--- src/rtl/arbitro_bus.sv ---
// -----------------------------------------------------------------------------
// arbitro_bus
// Two-master bus arbiter. Master 0 is the CPU and master 1 is the UART message
// engine. It serialises single read or write transactions onto one shared
// slave bus. Simultaneous requests are resolved round robin.
//
// Parameters
//   READ_LAT      cycles from read address presentation to valid bus_rdata_i
//                 (legal range 1..7)
//
// Ports
//   clk_i         clock; all state changes on its rising edge
//   rst_n_i       asynchronous active-low reset
//   req_i[1:0]    per-master transaction request
//   we_i[1:0]     per-master write flag (1 = write, 0 = read)
//   addr0/1_i     per-master byte address
//   wdata0/1_i    per-master write data
//   ack_o[1:0]    one-cycle completion pulse to the served master
//   rdata_o       data of the most recent completed read
//   bus_addr_o    address to the decoder and slaves (0 while idle)
//   bus_wdata_o   write data to the slaves (0 while idle)
//   bus_we_o      write strobe, high for the single ACCESS cycle of a write
//   bus_rdata_i   read data from the slave mux
//   busy_o        transaction in flight
//   owner_o       current or last granted master
// -----------------------------------------------------------------------------
module arbitro_bus #(
    parameter int READ_LAT = 1
) (
    input  logic        clk_i,
    input  logic        rst_n_i,
    input  logic [1:0]  req_i,
    input  logic [1:0]  we_i,
    input  logic [31:0] addr0_i,
    input  logic [31:0] addr1_i,
    input  logic [31:0] wdata0_i,
    input  logic [31:0] wdata1_i,
    output logic [1:0]  ack_o,
    output logic [31:0] rdata_o,
    output logic [31:0] bus_addr_o,
    output logic [31:0] bus_wdata_o,
    output logic        bus_we_o,
    input  logic [31:0] bus_rdata_i,
    output logic        busy_o,
    output logic        owner_o
);

    typedef enum logic [1:0] {
        IDLE    = 2'd0,
        ACCESS  = 2'd1,
        WAIT_RD = 2'd2
    } state_t;

    localparam logic [2:0] CNT_LOAD = 3'(READ_LAT - 1);

    state_t      state_q;
    logic        owner_q;
    logic        last_q;      // master that received the most recent ack
    logic [2:0]  cnt_q;
    logic [1:0]  ack_q;
    logic [31:0] rdata_q;

    logic        grant_d;     // master that wins if a request is accepted now
    logic        owner_we;

    // A lone request wins outright; under contention the master that was not
    // served last wins, so back-to-back contention alternates.
    always_comb begin
        grant_d = req_i[1];
        if (req_i == 2'b11) begin
            grant_d = ~last_q;
        end
    end

    assign owner_we = we_i[owner_q];

    always_ff @(posedge clk_i or negedge rst_n_i) begin
        if (!rst_n_i) begin
            state_q <= IDLE;
            owner_q <= 1'b0;
            last_q  <= 1'b1;  // master 0 wins the first contention
            cnt_q   <= 3'd0;
            ack_q   <= 2'b00;
            rdata_q <= 32'd0;
        end else begin
            ack_q <= 2'b00;
            case (state_q)
                IDLE: begin
                    if (req_i != 2'b00) begin
                        owner_q <= grant_d;
                        state_q <= ACCESS;
                        // A write completes in its ACCESS cycle, so its ack
                        // is launched on the grant edge.
                        if (we_i[grant_d]) begin
                            ack_q  <= {grant_d, ~grant_d};
                            last_q <= grant_d;
                        end
                    end
                end
                ACCESS: begin
                    if (owner_we) begin
                        state_q <= IDLE;
                    end else begin
                        cnt_q   <= CNT_LOAD;
                        state_q <= WAIT_RD;
                    end
                end
                WAIT_RD: begin
                    if (cnt_q == 3'd0) begin
                        rdata_q <= bus_rdata_i;
                        ack_q   <= {owner_q, ~owner_q};
                        last_q  <= owner_q;
                        state_q <= IDLE;
                    end else begin
                        cnt_q <= cnt_q - 3'd1;
                    end
                end
                default: state_q <= IDLE;
            endcase
        end
    end

    // Bus side follows the owner's live inputs while a transaction is open.
    assign bus_addr_o  = (state_q == IDLE) ? 32'd0 : (owner_q ? addr1_i : addr0_i);
    assign bus_wdata_o = (state_q == IDLE) ? 32'd0 : (owner_q ? wdata1_i : wdata0_i);
    assign bus_we_o    = (state_q == ACCESS) && owner_we;

    assign ack_o   = ack_q;
    assign rdata_o = rdata_q;
    assign busy_o  = (state_q != IDLE);
    assign owner_o = owner_q;

endmodule

--- config.mk ---
export PLATFORM = sky130hd
export DESIGN_NAME = arbitro_bus
export DESIGN_NICKNAME = d
export VERILOG_FILES = /design/src/rtl/arbitro_bus.sv
export SDC_FILE = /design/constraint.sdc
export NUM_CORES = 1
export LEC_CHECK = 0
export BUFFER_PORTS_ARGS = -buffer_cell sky130_fd_sc_hd__clkbuf_2
export CORE_AREA = 2 2 103 105
export CTS_CLUSTER_SIZE = 28
export DETAILED_ROUTE_END_ITERATION = 6
export DIE_AREA = 0 0 105 107
export PLACE_DENSITY = 0.67
export SLEW_MARGIN = 20
export SYNTH_ARGS = -nofsm -noshare
export SYNTH_HDL_FRONTEND = slang
export SYNTH_SLANG_ARGS = --single-unit
--- constraint.sdc ---
create_clock -name clk_i -period 2.75 [get_ports clk_i]
set_input_delay 0.4125 -clock clk_i [delete_from_list [all_inputs] [get_ports clk_i]]
set_output_delay 0.4125 -clock clk_i [all_outputs]
set_load 0.02 [all_outputs]
# ---- Word-level counts from Yosys, hierarchy flattened
# Index checks and enable logic that the tools add are counted.
# W data, S select, Z words.
dict set report totals {
  in_bits 166
  out_inout_bits 101
  word_cells 56
  reg_bits 41
}
dict set report op_classes {
  n_eq_ne 8
  mux 24
  reduce_logical 12
  n_lt_le_gt_ge 2
  addsub 1
  bitwise_logic 3
}
# cell n
set op_table {}
lappend op_table {{$mux W32} 4}
lappend op_table {{$mux W2} 6}
lappend op_table {{$ne A2 B2 Y1 const B} 5}
lappend op_table {{$mux W1} 8}
lappend op_table {{$reduce_bool A2 Y1} 4}
lappend op_table {{$mux W3} 2}
lappend op_table {{$pmux W2 S3} 1}
lappend op_table {{$pmux W3 S2} 1}
lappend op_table {{$reduce_and A2 Y1} 3}
lappend op_table {{$eq A2 B2 Y1 const B} 2}
lappend op_table {{$lt A1 B2 Y1 const B} 2}
lappend op_table {{$pmux W2 S2} 1}
lappend op_table {{$reduce_and A4 Y1} 1}
lappend op_table {{$logic_not A3 Y1} 1}
lappend op_table {{$not A1 Y1} 3}
lappend op_table {{$reduce_and A3 Y1} 1}
lappend op_table {{$sub A3 B1 Y3 const B} 1}
lappend op_table {{$eq A2 B1 Y1 const B} 1}
lappend op_table {{$logic_not A2 Y1} 1}
lappend op_table {{$pmux W1 S2} 1}
lappend op_table {{$logic_and A1 B1 Y1} 1}

# ---- Logic depth before layout (Yosys ltp)
dict set report logic_depth {
  depth_word 7
  depth_mapped 6
  mapped_depth_nobuf 5
}

# ---- Worst setup path before layout
# OpenSTA, ideal clock, no wires.
dict set report synth_timing {
  path_kind {register -> output}
  start {register owner_q, in the netlist owner_o}
  end {output bus_wdata_o[10]}
  t_required_ns 2.338
  setup_slack_ns 0.911
  t_arrival_ns 1.427
  stages_incl_launch_ff 6
  n_path_buf 3
  path_cell_list {dfrtp_1 -> buf_2 -> buf_2 -> buf_4 -> mux2i_1 -> nor2_1}
}
dict set report synth_between {
  elab_chain_cells 2
}
# element line_no
set synth_rtl {}
lappend synth_rtl {{start, declared} 57} ;# logic owner_q;
lappend synth_rtl {{start signal, assigned} 90} ;# owner_q <= grant_d;
lappend synth_rtl {{$mux W32 (2 in a row)} 125} ;# assign bus_wdata_o = (state_q == IDLE) ? 32'd0 : (owner_q ? wdata1_i : wdata0_i);
lappend synth_rtl {{end, declared} 41} ;# output logic [31:0] bus_wdata_o,
# No other way between the ends.

# ---- Final worst setup path
dict set report layout_timing {
  start {register owner_q, in the netlist owner_o}
  end {output bus_addr_o[6]}
}
dict set report layout_between {
  elab_chain_cells 2
}
# element line_no
set layout_rtl {}
lappend layout_rtl {{$mux W32 (2 in a row)} 124} ;# assign bus_addr_o = (state_q == IDLE) ? 32'd0 : (owner_q ? addr1_i : addr0_i);
lappend layout_rtl {{end, declared} 40} ;# output logic [31:0] bus_addr_o,
# No other way between the ends.

==> impl_metrics.sql <==
INSERT INTO impl_metrics (metric_group, metric, value, unit) VALUES
('run_status', 'result_of_the_run', 'complete, no violations', ''),
('critical_path', 'highest_net_fanout_along_the_worst_path', '34', ''),
('global_routing', 'grt_pass1_vias', '2803', ''),
('logic_synthesis', 'synth.ff_latch_count', '41', ''),
('floorplanning', 'initial_utilization', '27.7', '%'),
('power_and_ir_drop', 'comb_power_share', '67.6', '%'),
('critical_path', 'critPathKind', 'reg -> out', ''),
('timing', 'finalMaxSlewViolations', '0', ''),
('logic_synthesis', 'synth_area_leader', 'sky130_fd_sc_hd__dfrtp_1', ''),
('critical_path', 'worstPathArrival', '1.89', 'ns'),
('global_routing', 'initial_antenna_violation_count', '1', ''),
('drt', 'drt_first_iter_violations', '138', ''),
('timing', 'setup_viol', '0', ''),
('global_routing', 'grt-ovfl-total', '0', ''),
('power_and_ir_drop', 'seq_power_share', '22.8', '%'),
('logic_synthesis', 'syn_nets', '427', ''),
('critical_path', 'worst_r2r_src', 'cnt_q[0]', ''),
('timing', 'rsz0062_at_grt', 'no', ''),
('clock_tree', 'cts_hold_buffers', '0', ''),
('clock_tree', 'clock_sinks', '41', ''),
('power_and_ir_drop', 'p_per_area', '1220', 'mW/mm2'),
('floorplanning', 'die_x', '105', 'um'),
('timing', 'worst_clock_skew', '0.00636', 'ns'),
('power_and_ir_drop', 'switching_share_of_total_power', '48.4', '%'),
('floorplanning', 'row_count', '37', ''),
('floorplanning', 'die_h', '107', 'um'),
('job', 'max_cap_violations', '0', ''),
('logic_synthesis', 'ys_types', '30', ''),
('critical_path', 'worst_setup_path_start_kind', 'flip-flop', ''),
('global_routing', 'grt_start_max_net_pins', '68', ''),
('clock_tree', 'cts_inserted_buffers', '5', ''),
('critical_path', 'critPathMaxStageDelay', '0.77', 'ns'),
('critical_path', 'crit_path_cell_trace', 'buf_12 > mux2i_1 > nor2_1 > clkbuf_2', ''),
('logic_synthesis', 'synthesis.area', '0.00280', 'mm2'),
('placed_design', 'gp_congestion', '0.771', ''),
('power_and_ir_drop', 'total_leakage_power', '2.44', 'nW'),
('critical_path', 'critical_path.startpoint', 'owner_o', ''),
('logic_synthesis', 'post_synth_main_area_contributors', 'sky130_fd_sc_hd__dfrtp_1 36%, sky130_fd_sc_hd__mux2i_1 23%, sky130_fd_sc_hd__mux2_4 16%, sky130_fd_sc_hd__nor2_1 9.0%, sky130_fd_sc_hd__buf_12 2.1%', ''),
('critical_path', 'cp_slowest_cell', 'sky130_fd_sc_hd__dfrtp_4', ''),
('floorplanning', 'core_area', '0.0101', 'mm2'),
('floorplanning', 'die_area', '0.0112', 'mm2'),
('final_layout', 'final_util', '43.1', '%'),
('timing', 'worst-slew-pin-transition', '0.609', 'ns'),
('timing', 'period_needed', '2.30', 'ns'),
('power_and_ir_drop', 'cell_internal_pwr', '2.75', 'mW'),
('drt', 'first_pass_iters', '5', ''),
('clock_tree', 'clock_tree_from_tritoncts', 'yes', ''),
('clock_tree', 'post_cts.resized_instances', '0', ''),
('timing', 'final_min_period_over_clock_period', '83.6', '%'),
('logic_synthesis', 'synthesis.yosys.warnings', '0', ''),
('clock_tree', 'post_cts.repair.setup_buffers', '0', ''),
('logic_synthesis', 'synth_sequential_area_ratio', '36.7', '%'),
('timing', 'fin_setup_tns', '0', 'ns'),
('final_layout', 'final_layout_size_suffix_gt1_share', '61.2', '%'),
('drt', 'antenna_left', '0', ''),
('worst_hold_path', 'timing.hold.worst.class', 'in -> async', ''),
('clock_tree', 'clock_tree.htree_level_count', '2', ''),
('final_layout', 'num-nets-final', '685', ''),
('clock_tree', 'worst_skew_pair.late_latency', '0.29', 'ns'),
('drt', 'detail_route.wirelength', '9300', 'um'),
('floorplanning', 'ioPinCount', '267', ''),
('placed_design', 'post-dp-hpwl', '7670', 'um'),
('drt', 'post_drt_wl_per_cell', '14.2', 'um'),
('logic_synthesis', 'synth.avg_cell_area', '10.8', 'um2'),
('clock_tree', 'cts_buffer_depth', '2', ''),
('global_routing', 'grtUsageTotal', '15.4', '%'),
('logic_synthesis', 'postSynthCellCount', '259', ''),
('power_and_ir_drop', 'clock_power_share', '9.6', '%'),
('power_and_ir_drop', 'vdd_drop_max', '0.518', 'mV'),
('drt', 'route.vias.total', '2884', ''),
('critical_path', 'critical_path_required', '2.34', 'ns');
-- worst max-delay path: cells and delay by family (launching register included) --
| family | cells | cell delay [ns] |
|---|---|---|
| AND/OR/NAND/NOR | 1 | 0.06 |
| multiplexers | 1 | 0.26 |
| flip-flops | 1 | 0.77 |
| buffers and inverters | 2 | 0.46 |
-- through the flow --
step	hold WS [ns]	setup WS (ns)	cells	instance area [um2]	total power, mW
floorplan	0.117	0.911	259	2800	3.76
CTS	0.128	0.448	654	4350	5.39
global placement	0.441	0.784	646	4230	4.79
finish	0.109	0.452	655	4350	5.32
global route	0.154	0.341	654	4350	5.67
detailed placement	0.450	0.699	646	4230	4.85
-- final cells by class --
class | count | area, um2
clock buffer | 6 | 82.6
multi-input combinational | 193 | 1600
antenna | 1 | 2.50
sequential | 41 | 1030
tap | 136 | 170
clock inverter | 2 | 37.5
inverter | 5 | 18.8
timing repair buffer | 271 | 1410
fill | 1010 | 5740
-- placed cells by master, fill, tap and decap left out, drive strengths merged, types with 2 or more instances in the layout --
master  netlist  final
a21oi         4      4
a32o          2      2
buf          19      5
clkbuf        1    272
dfrtp        40     40
ha            2      2
inv           5      5
mux2         33     33
mux2i        65     65
nand2b        3      3
nand3b        3      3
nor2         67     67
o21ai         2      2
-- Yosys cell counts, drive strengths merged --
cell and instances:
a31o 1, clkbuf 1, and2b 1, a21boi 1, and3b 1, a21oi 4, dfstp 1, nand3b 3
nor3b 1, dfrtp 40, buf 19, nor2b 1, and2 1, mux2i 65, a311oi 1, nand2b 3
o21ai 2, mux2 33, inv 5, nand3 1, ha 2, a221o 1, nor2 67, a32o 2
and4bb 1, nor3 1
-- routing by layer --
layer / vias to the layer above / global-route usage (%) / part of all wire (%)
li1: 1409 / - / -
met1: 1310 / 18.7 / 40
met2: 156 / 26.9 / 50
met3: 9 / 4.13 / 8.4
met4: 0 / 3.90 / 1.1
met5: - / 0 / 0
-- sequential cells by signal (all words and copies together) (netlist names) --
name	flops
ack_o	2
rdata_o	32
cnt_q	3
last_q	1
state_q	2
owner_o	1
-- power by group through the flow --
| stage | sequential [mW] | combinational, mW | clock (mW) |
|---|---|---|---|
| after floorplan | 1.39 | 2.37 | 0 |
| after global placement | 1.22 | 3.57 | 0 |
| after detailed placement | 1.23 | 3.63 | 0 |
| after CTS | 1.22 | 3.65 | 0.524 |
| after global routing | 1.27 | 3.86 | 0.553 |
| final | 1.21 | 3.60 | 0.511 |
-- logic make-up (layout without fill, tap and decap cells) --
group | count (synthesis) | count (layout) | synth area share, %
flops | 41 | 41 | 36.7
compound gates | 12 | 12 | 3.04
simple gates | 81 | 81 | 12.6
other cells | 0 | 1 | 0
buf+inv | 25 | 284 | 6.39
fa+ha+maj | 2 | 2 | 0.894
mux | 98 | 98 | 40.4
-- worst paths after layout --
check	cells past startpoint	slack [ns]	endpoint
min in group clk_i	2	0.34	rdata_o[3]
hold / removal	1	0.11	rdata_o[4]
max in group asynchronous	2	1.97	rdata_o[22]
hold reg to reg	2	0.48	last_q
setup reg to reg	5	0.70	rdata_o[27]
setup / recovery	4	0.45	bus_addr_o[6]
Power figures use the tool's default switching activity.
